File: config.mk
export PLATFORM = sky130hd
export DESIGN_NAME = serial_shift_alu
export DESIGN_NICKNAME = d
export VERILOG_FILES = /design/src/rtl/serial_shift_alu.sv
export SDC_FILE = /design/constraint.sdc
export NUM_CORES = 1
export LEC_CHECK = 0
export CAP_MARGIN = 25
export CORE_ASPECT_RATIO = 0.6
export CORE_MARGIN = 8
export CORE_UTILIZATION = 45
export DETAILED_ROUTE_END_ITERATION = 16
export PLACE_DENSITY = 0.74
export SYNTH_ARGS = -nofsm -noshare
export SYNTH_HDL_FRONTEND = slang
export SYNTH_SLANG_ARGS = --single-unit
File: constraint.sdc
create_clock -name clk -period 4.8 [get_ports clk]
set_input_delay 1.44 -clock clk [delete_from_list [all_inputs] [get_ports clk]]
set_output_delay 1.44 -clock clk [all_outputs]
set_load 0.02 [all_outputs]
File: src/rtl/serial_shift_alu.sv
// Execution-stage ALU. Single-cycle arithmetic, logic and compare ops; shifts
// are done serially, one bit per cycle, with busy held while a shift runs.
module serial_shift_alu #(
   parameter int XLEN = 32,
   parameter int SHW  = 5
) (
   input  logic            clk,
   input  logic            rst,
   input  logic            valid_in,
   input  logic [3:0]      alu_control,
   input  logic            is_shamt,
   input  logic [XLEN-1:0] rs1,
   input  logic [XLEN-1:0] rs2,
   input  logic [XLEN-1:0] imm,
   output logic            busy,
   output logic            valid_out,
   output logic [XLEN-1:0] result,
   output logic            cmp
);

   typedef enum logic {IDLE, SHIFT} state_t;

   state_t          state, state_next;
   logic [XLEN-1:0] op_b;
   logic [XLEN-1:0] alu_result;
   logic            alu_cmp;
   logic [SHW-1:0]  shamt;
   logic            is_shift;
   logic            accept;
   logic            start_shift;
   logic            last_step;
   logic [XLEN-1:0] shreg, shreg_step;
   logic [SHW-1:0]  cnt;
   logic            sh_left, sh_arith;

   assign op_b        = is_shamt ? imm : rs2;
   assign shamt       = op_b[SHW-1:0];
   assign is_shift    = alu_control inside {4'h2, 4'h6, 4'h7};
   assign accept      = valid_in && (state == IDLE);
   assign start_shift = accept && is_shift && (shamt != '0);
   assign last_step   = (state == SHIFT) && (cnt == SHW'(1));
   assign busy        = (state == SHIFT);

   // sra keeps the sign bit in shreg[XLEN-1] on every step, so it is the fill.
   assign shreg_step = sh_left ? {shreg[XLEN-2:0], 1'b0}
                               : {sh_arith & shreg[XLEN-1], shreg[XLEN-1:1]};

   // NOTE: every output of a combinational block gets a default first so no path infers a latch.
   always_comb begin
      alu_result = '0;
      alu_cmp    = 1'b0;
      case (alu_control)
         4'h0:                alu_result = rs1 + op_b;
         4'h1:                alu_result = rs1 - op_b;
         4'h2, 4'h6, 4'h7:    alu_result = rs1;   // only used when the shift amount is 0
         4'h3:                alu_cmp    = $signed(rs1) < $signed(op_b);
         4'h4:                alu_cmp    = rs1 < op_b;
         4'h5:                alu_result = rs1 ^ op_b;
         4'h8:                alu_result = rs1 | op_b;
         4'h9:                alu_result = rs1 & op_b;
         4'ha:                alu_cmp    = rs1 == op_b;
         4'hb:                alu_cmp    = rs1 != op_b;
         4'hc:                alu_cmp    = $signed(rs1) >= $signed(op_b);
         4'hd:                alu_cmp    = rs1 >= op_b;
         default:             ;
      endcase
      if (alu_control inside {4'h3, 4'h4, 4'ha, 4'hb, 4'hc, 4'hd})
         alu_result = {{(XLEN-1){1'b0}}, alu_cmp};
   end

   always_comb begin
      state_next = state;
      case (state)
         IDLE:    if (start_shift) state_next = SHIFT;
         SHIFT:   if (cnt == SHW'(1)) state_next = IDLE;
         default: state_next = IDLE;
      endcase
   end

   // NOTE: sequential blocks use non-blocking assignments so every register samples pre-edge values.
   always_ff @(posedge clk) begin
      if (rst) state <= IDLE;
      else     state <= state_next;
   end

   always_ff @(posedge clk) begin
      if (rst) begin
         valid_out <= 1'b0;
         result    <= '0;
         cmp       <= 1'b0;
      end else begin
         valid_out <= 1'b0;
         if (accept && !start_shift) begin
            valid_out <= 1'b1;
            result    <= alu_result;
            cmp       <= alu_cmp;
         end else if (last_step) begin
            valid_out <= 1'b1;
            result    <= shreg_step;
            cmp       <= 1'b0;
         end
      end
   end

   // NOTE: the shift datapath has no reset; it is only read in SHIFT, and reset forces IDLE.
   always_ff @(posedge clk) begin
      if (accept) begin
         shreg    <= rs1;
         cnt      <= shamt;
         sh_left  <= (alu_control == 4'h2);
         sh_arith <= (alu_control == 4'h6);
      end else if (state == SHIFT) begin
         shreg <= shreg_step;
         cnt   <= cnt - SHW'(1);
      end
   end

endmodule

==> out/metrics.cfg, run 1 <==
[timing]
fmax_ghz = 0.216
worst_pin_slew_ps = 1030
period_share_pct = 96.3
hold_violations = 0
fin_worst_skew_ps = 9.59
min_period_ps = 4620
drv_slew = 0
slew_headroom_pct = 31.3
setup_violations = 0

[pwr]
seqPwrFrac_pct = 27.5
ir_worst_vdd_uv = 184
p_int_mw = 1.71
combPwrFrac_pct = 47.9
switching_power_mw = 1.14
powerDensity_nw_per_um2 = 233
clockPowerShare_pct = 24.6
switching_share_pct = 40.0
leakagePower_nw = 5.29

[synthesis]
ys_warn_count = 0
netlist_area_um2 = 9340
async_flop_share_pct = 0
ys_seq_area_share_pct = 20.0
synth_cells = 1249
synthXorXnorAreaFrac_pct = 1.59
syn_nets = 1456
synth_fa_ha_area_share_pct = 14.0
synth-simple-area-share_pct = 18.3
synth-seq-cells = 74
synth_top_family_by_area = compound AO/OA/AOI/OAI gates
synthFlopType = edfxtp_1
syn_area_per_cell_um2 = 7.48
synth_compound_area_share_pct = 31.2
ys_types = 84
synth_edf_count = 39
synthMuxAreaShare_pct = 7.25

[drt]
routed_wl_um = 39500
dr_total_vias = 10900
drt_first_pass_iters = 5
drc = 0
avgRoutedWirePerCell_um = 22.6
drt-initial-drc-count = 1482
viasPerCell = 6.25
ant_nets = 0

[finish]
insertedDiodeCount = 0
final_cell_mix = nor2_1 (162), buf_4 (149), a21oi_1 (137), clkdlybuf4s50_1 (137), ha_1 (101)
final_common_cell = nor2_1
fin_util_pct = 60.7
syn2layout_area_growth_pct = 31.2
final_area_um2 = 12300
layout-drive-gt1-share_pct = 13.5
nets = 1675
fillers = 1851

[critical_path]
critical_path_arrival_ps = 4910
ff2ff_path_depth = 10
regToRegStartpoint = cnt[1]
cp-start-kind = input port
regToRegSetupSlack_ps = 1560
critPathCaptureType = flip-flop
worst-path-max-fanout = 2
worstReg2RegEnd = result[26]
critical_path_class = input port to flip-flop
required_ps = 5090

[worst_hold_path]
whs_endpoint = result[6]
hp-class = flip-flop to flip-flop
min_from = result[6]
holdPathStages = 2

[clock_tree]
clkTransAtPathRegs_ps = 70
clockBufferDepth = 2
cts_tree = done
root_buffer = clkbuf_16
post-cts-setup-buffers = 0
numCtsBuffers = 9
clkLatencyLatePin_ps = 370
clock-sinks = 74
htreeDepth = 3

[global_route]
grt_usage_pct = 29.3
grt_pass1_vias = 10300
grt_max_degree = 39
overflow = 0
grt_pass1_wl_um = 59800
antenna_found_initial = 0

[die]
core_um2 = 20200
start_util_pct = 46.3
die_w_um = 202
chipHeight_um = 128
num_rows = 40
ioPinCount = 139
dieArea_um2 = 25800

[run_status]
status = finished, final reports clean

[place]
dpl_cell_area_um2 = 11900
port_buffers = 138
gp_congestion = 0.989
post-dp-hpwl_um = 30600

[job]
cap_violations = 0

worst max-delay path by stage:
stage / to / slack [ps] / cells past startpoint / startpoint
2_1_floorplan: result[0] / 170 / 14 / is_shamt
3_3_place_gp: result[30] / -160 / 14 / imm[0]
3_5_place_dp: result[30] / -240 / 14 / imm[0]
4_1_cts: result[18] / 130 / 17 / imm[0]
5_1_grt: cmp / -30 / 17 / imm[0]
6_report: result[30] / 180 / 14 / imm[0]
Yosys cell counts, drive strengths merged, types with 16 or more instances:
master  number  share of area [%]
mux2i       62                6.6
o21bai      21                1.7
clkbuf      57                2.3
a21o        16                1.3
edfxtp      39                 13
dfxtp       35                7.5
nor2       165                6.7
o21ai       68                3.7
nor3        27                1.4
buf         26                1.4
nand3       19                1.0
o22ai       17                1.2
a21oi      138                7.4
inv        100                4.0
a221oi      25                2.5
nand2       87                3.5
ha         101                 14
a211oi      29                2.5
timing repair:
item,CTS,global route
resized for setup,0,5
hold endpoints to repair,0,0
endpoints found under the setup margin,0,8
hold buffers,0,0
critical path: stages:
cell and delay, ps:
clkdlybuf4s50_1 420, mux2_2 290, ha_1 210, fa_1 420
a21o_1 220, a211oi_2 260, o21bai_1 140, o22a_1 220
o21ai_1 170, buf_4 140, nor2_1 60, o41ai_2 310
mux2_2 380, a211oi_1 210
flip-flops by register name, indices dropped and copies added (netlist names):
name / flops
shreg: 32
result: 32
sh_arith: 1
cmp: 1
busy: 1
valid_out: 1
sh_left: 1
cnt: 5
final cells by class:
class	instances	area [um^2]	area share (%)
inverter	100	375	3.06
multi-input combinational	992	6800	55.5
timing repair buffer	291	2570	21.0
clock inverter	6	57.6	0.470
clock buffer	10	229	1.87
tap	273	342	2.79
sequential	74	1870	15.3
per-stage QoR:
stage               hold WS (ps)  instances  power, mW  TNS, ps  setup slack [ps]
global route                 509       1746       2.97    -52.4             -29.4
floorplan                    530       1249       1.52        0               170
finish                       491       1746       2.85        0               180
CTS                          492       1745       2.80        0               128
global placement             473       1729       2.09     -400              -163
detailed placement           480       1729       2.10    -1460              -240
power by group through the flow:
stage                     logic, mW  clock network (mW)  registers [mW]
after CTS                      1.31               0.704           0.781
final                          1.36               0.702           0.784
after global placement         1.29                   0           0.794
after global routing           1.46               0.730           0.788
after floorplan               0.720                   0           0.799
after detailed placement       1.30                   0           0.795
cell families after synthesis:
family          after synthesis
compound gates              433
simple gates                372
buf+inv                     183
fa+ha+maj                   103
flops                        74
mux                          67
xor+xnor                     17
metal layers:
metal  GRT usage [%]  vias to the layer above  wire, um
met2            40.8                      748     15500
met5               0                        -         0
li1                -                     5003         -
met4            6.38                        0       650
met3            9.24                       62      5180
met1            42.8                     5108     18200
Power figures use the tool's default switching activity.
==> run 2, diff against run 1 <==
- CORE_ASPECT_RATIO: 0.6 -> default
==> run 2 against run 1 <==
Net effect: die area is 0.59% lower; register-to-register slack improved by 60 ps; sequential share of layout area down 0.43 points; hold slack worse by 4.8 ps; via count increased by 1.5%; critical path depth fell by 1; critical path type unchanged; highest routed layer unchanged.
==> out/metrics.cfg, run 2 (synthesized netlist as in run 1, its figures left out) <==
[clock_tree]
numCtsBuffers = 9
root_buffer = clkbuf_16
htreeDepth = 3
clockBufferDepth = 2
clkLatencyLatePin_ps = 340
clkTransAtPathRegs_ps = 60
cts_hold_buf = 0
cts_tree = done
post-cts-setup-buffers = 0
clock-sinks = 74

[finish]
final_cell_mix = buf_4 (201), nor2_1 (162), a21oi_1 (137), clkdlybuf4s50_1 (137), ha_1 (101)
fin_util_pct = 62.1
nets = 1724
insertedDiodeCount = 0
fillers = 1884
layout-drive-gt1-share_pct = 16.5
syn2layout_area_growth_pct = 35.0
reg_top3 = result x32, shreg x32, cnt x5
multi_input_area_um2 = 6800
layout.cells.non_filler = 1792
seq_area_um2 = 1870
final_common_cell = buf_4
final_area_um2 = 12600

[worst_hold_path]
min_from = cmp
holdPathStages = 2
hp-class = flip-flop to flip-flop
whs_endpoint = cmp

[timing]
tns_ps = 0
min_period_ps = 4750
slew_headroom_pct = 37.8
drv_slew = 0
hold_violations = 0
worst_pin_slew_ps = 933
setup_ws_ps = 48.1
whs_ps = 486
rsz0062_at_grt = true
fin_worst_skew_ps = 9.18
period_share_pct = 99.0
setup_violations = 0
fmax_ghz = 0.210

[run_status]
status = finished, final reports clean

[pwr]
switching_power_mw = 1.11
combPwrFrac_pct = 48.1
p_total_mw = 2.93
clockPowerShare_pct = 25.4
switching_share_pct = 37.9
p_int_mw = 1.82
ir_worst_vdd_uv = 212
powerDensity_nw_per_um2 = 232
leakagePower_nw = 5.53
seqPwrFrac_pct = 26.6

[critical_path]
ff2ff_path_depth = 10
critical_path_class = input port to flip-flop
cp-start-kind = input port
worstReg2RegEnd = result[15]
regToRegSetupSlack_ps = 1620
critical_path_arrival_ps = 4990
required_ps = 5040
worst-path-max-fanout = 2
regToRegStartpoint = cnt[1]
critPathCaptureType = flip-flop

[drt]
drt_first_pass_iters = 6
viasPerCell = 6.18
ant_nets = 0
drt-initial-drc-count = 1393
avgRoutedWirePerCell_um = 21.8
routed_wl_um = 39100
drc = 0
dr_total_vias = 11100

[die]
dieArea_um2 = 25600
ioPinCount = 139
die_w_um = 160
start_util_pct = 46.0
chipHeight_um = 160
num_rows = 52
core_um2 = 20300

[place]
gp_congestion = 1.02
post-dp-hpwl_um = 30900
dpl_cell_area_um2 = 12300
placedCellCount = 1776
dpl_worst_slack_ps = -403
port_buffers = 138

[job]
cap_violations = 0

[global_route]
grt_max_degree = 38
antenna_found_initial = 0
overflow = 0
grt_pass1_vias = 10700
grt_usage_pct = 29.1
grt_pass1_wl_um = 60100

==> run 2: worst max-delay path by stage <==
stage,startpoint,to,slack [ps],depth (start not counted)
2_1_floorplan,is_shamt,result[0],170,14
3_5_place_dp,rs2[0],result[0],-400,16
4_1_cts,rs2[0],result[30],20,13
5_1_grt,imm[0],result[22],-80,15
3_3_place_gp,rs2[0],result[0],-360,16
6_report,rs2[0],result[30],50,13
==> run 2: layout make-up <==
type                            instances  share of cell area (%)
Multi-Input combinational cell        992                    53.9
Clock buffer                           11                    1.93
Tap cell                              270                    2.68
Inverter                              100                    2.98
Sequential cell                        74                    14.8
Timing Repair Buffer                  340                    23.0
Clock inverter                          5                   0.625
==> run 2: power by group through the flow <==
stage | clock network [mW] | registers [mW] | logic, mW
floorplan | 0 | 0.799 | 0.720
global placement | 0 | 0.787 | 1.35
detailed placement | 0 | 0.789 | 1.36
CTS | 0.741 | 0.776 | 1.37
global route | 0.768 | 0.782 | 1.50
finish | 0.742 | 0.777 | 1.41
==> run 2: critical path: stages <==
cell,delay (ps)
clkdlybuf4s50_1,420
mux2_2,290
ha_1,210
fa_1,410
a21o_1,200
a211oi_1,250
o21bai_1,150
o22a_1,240
o21ai_1,270
nor2_1,140
o41ai_2,330
mux2_2,380
a211oi_1,250
==> run 2: timing repair <==
action | CTS | global route
endpoints found under the setup margin | 2 | 6
pin swaps | 0 | 0
gates resized for setup | 1 | 6
==> run 2: routing by layer <==
layer | share of wire (%) | up-vias | global-route usage (%)
li1 | - | 5113 | -
met4 | 2.5 | 0 | 8.67
met5 | 0 | - | 0
met3 | 11 | 80 | 4.91
met1 | 42 | 5178 | 40.6
met2 | 44 | 711 | 44.9
==> run 3, diff against run 2 <==
- CORE_UTILIZATION: 45 -> 42
- PLACE_DENSITY: 0.74 -> 0.7
==> run 3 against run 2 <==
Net effect: power grew 1.0%; core utilization is 4.6 points lower; cell area is 0.53% lower; fmax grew 0.93%; die area grew 6.4%; global-route usage is 0.54 points lower; register-to-register slack improved by 90 ps; sequential share of layout area up 0.078 points; via count down 3.0%; critical endpoint is now result[19]; critical path type unchanged; sequential power hardly changed; setup slack improved by 44 ps; final cell count is 0.28% lower.
==> out/metrics.cfg, run 3 (synthesized netlist as in run 1, its figures left out) <==
[critical_path]
ff2ff_path_depth = 9
regToRegSetupSlack_ps = 1710
path_depth = 14
critical_path_arrival_ps = 4980
regToRegStartpoint = cnt[1]
max_stage_delay_ps = 500
worst-path-max-fanout = 4
worstReg2RegEnd = result[15]
cp_cell_sequence = clkdlybuf4s50_1, mux2i_1, inv_1, buf_4, ha_1, a21oi_1, nor2_1, o21bai_1, a31oi_1, a221oi_1, nor2_1, mux2i_1, o21ai_0, a21o_1
critPathTopFamily = compound AO/OA/AOI/OAI gates
cp-start-kind = input port
critical_path_class = input port to flip-flop
required_ps = 5070
worst-path-buf-inv = 3
critPathCaptureType = flip-flop
crit_slowest_cell = o21ai_0

[finish]
layout-drive-gt1-share_pct = 15.6
fillers = 2059
insertedDiodeCount = 0
reg_top3 = result x32, shreg x32, cnt x5
final_cell_mix = buf_4 (184), nor2_1 (162), clkdlybuf4s50_1 (137)
nets = 1709
final_common_cell = buf_4
syn2layout_area_growth_pct = 34.3
fin_util_pct = 57.5

[clock_tree]
clkTransAtPathRegs_ps = 60
root_buffer = clkbuf_16
clock-sinks = 74
cts_tree = done
numCtsBuffers = 9
clkLatencyLatePin_ps = 340
htreeDepth = 3
post-cts-setup-buffers = 0
clockBufferDepth = 2

[global_route]
grt_pass1_vias = 10100
grt_usage_pct = 28.6
overflow = 0
grt_max_degree = 38
antenna_found_initial = 0
grt_pass1_wl_um = 59900

[timing]
rsz0062_at_grt = false
min_period_ps = 4710
setup_violations = 0
slew_headroom_pct = 40.2
hold_violations = 0
period_share_pct = 98.1
drv_slew = 0
fin_worst_skew_ps = 12.9
fmax_ghz = 0.212
worst_pin_slew_ps = 897

[die]
dieArea_um2 = 27300
chipHeight_um = 165
die_w_um = 165
start_util_pct = 42.8
ioPinCount = 139
num_rows = 54
core_um2 = 21800

[place]
gp_congestion = 1.04
post-dp-hpwl_um = 31700
port_buffers = 138

[drt]
drt-initial-drc-count = 1587
drc = 0
ant_nets = 0
viasPerCell = 6.02
drt_first_pass_iters = 6
routed_wl_um = 39800
avgRoutedWirePerCell_um = 22.3
dr_total_vias = 10700

[pwr]
ir_worst_vdd_uv = 170
p_total_mw = 2.96
powerDensity_nw_per_um2 = 236
leakagePower_nw = 5.46

[worst_hold_path]
holdPathStages = 2
whs_endpoint = cmp
min_from = cmp
hp-class = flip-flop to flip-flop

[run_status]
status = finished, final reports clean

[job]
cap_violations = 0

==> run 3: cell type report <==
type | instances | area, um^2 | share of cell area, %
timing repair buffer | 325 | 2820 | 22.5
clock inverter | 5 | 85.1 | 0.678
tap | 280 | 350 | 2.79
sequential | 74 | 1870 | 14.9
clock buffer | 11 | 254 | 2.03
multi-input combinational | 992 | 6790 | 54.1
inverter | 100 | 375 | 2.99
==> run 3: what timing repair did <==
item | in CTS | in global routing
hold buffers | 0 | 0
setup endpoints to repair | 0 | 4
resized for setup | 0 | 5
==> run 3: through the flow <==
stage | instances | area, um^2 | setup slack (ps) | setup TNS, ps | hold WS [ps]
final | 1787 | 12500 | 91.7 | 0 | 457
after CTS | 1787 | 12500 | 122 | 0 | 458
after detailed placement | 1771 | 12200 | -232 | -1140 | 450
after global routing | 1787 | 12500 | 5.85 | 0 | 481
after floorplan | 1249 | 9340 | 170 | 0 | 530
after global placement | 1771 | 12200 | -186 | -646 | 455
==> run 3: worst max path at each step <==
stage               startpoint          to  slack (ps)
floorplan             is_shamt   result[0]         170
global placement        rs2[0]  result[30]        -190
detailed placement      imm[0]  result[30]        -230
CTS                     rs2[0]  result[30]         120
global route            imm[0]   result[0]           6
finish                  rs2[1]  result[19]          90
==> run 3: worst min-delay path: stages, from the launching register on <==
cell and delay [ps]:
dfxtp_1 310, nand2_1 50, a21oi_1 50
==> run 3: power breakdown <==
part / switching (mW) / total, mW / internal (mW) / leakage (nW)
Clock: 0.295 / 0.785 / 0.491 / 0.161
Sequential: 0.0414 / 0.777 / 0.735 / 0.666
Combinational: 0.793 / 1.39 / 0.601 / 4.64
Total: 1.13 / 2.96 / 1.83 / 5.46
==> run 3: layer usage <==
metal | track usage (%) | vias up | part of all wire, %
met3 | 7.81 | 51 | 12
li1 | - | 5087 | -
met1 | 41.1 | 4984 | 45
met4 | 5.61 | 0 | 1.7
met5 | 0 | - | 0
met2 | 41.8 | 627 | 42
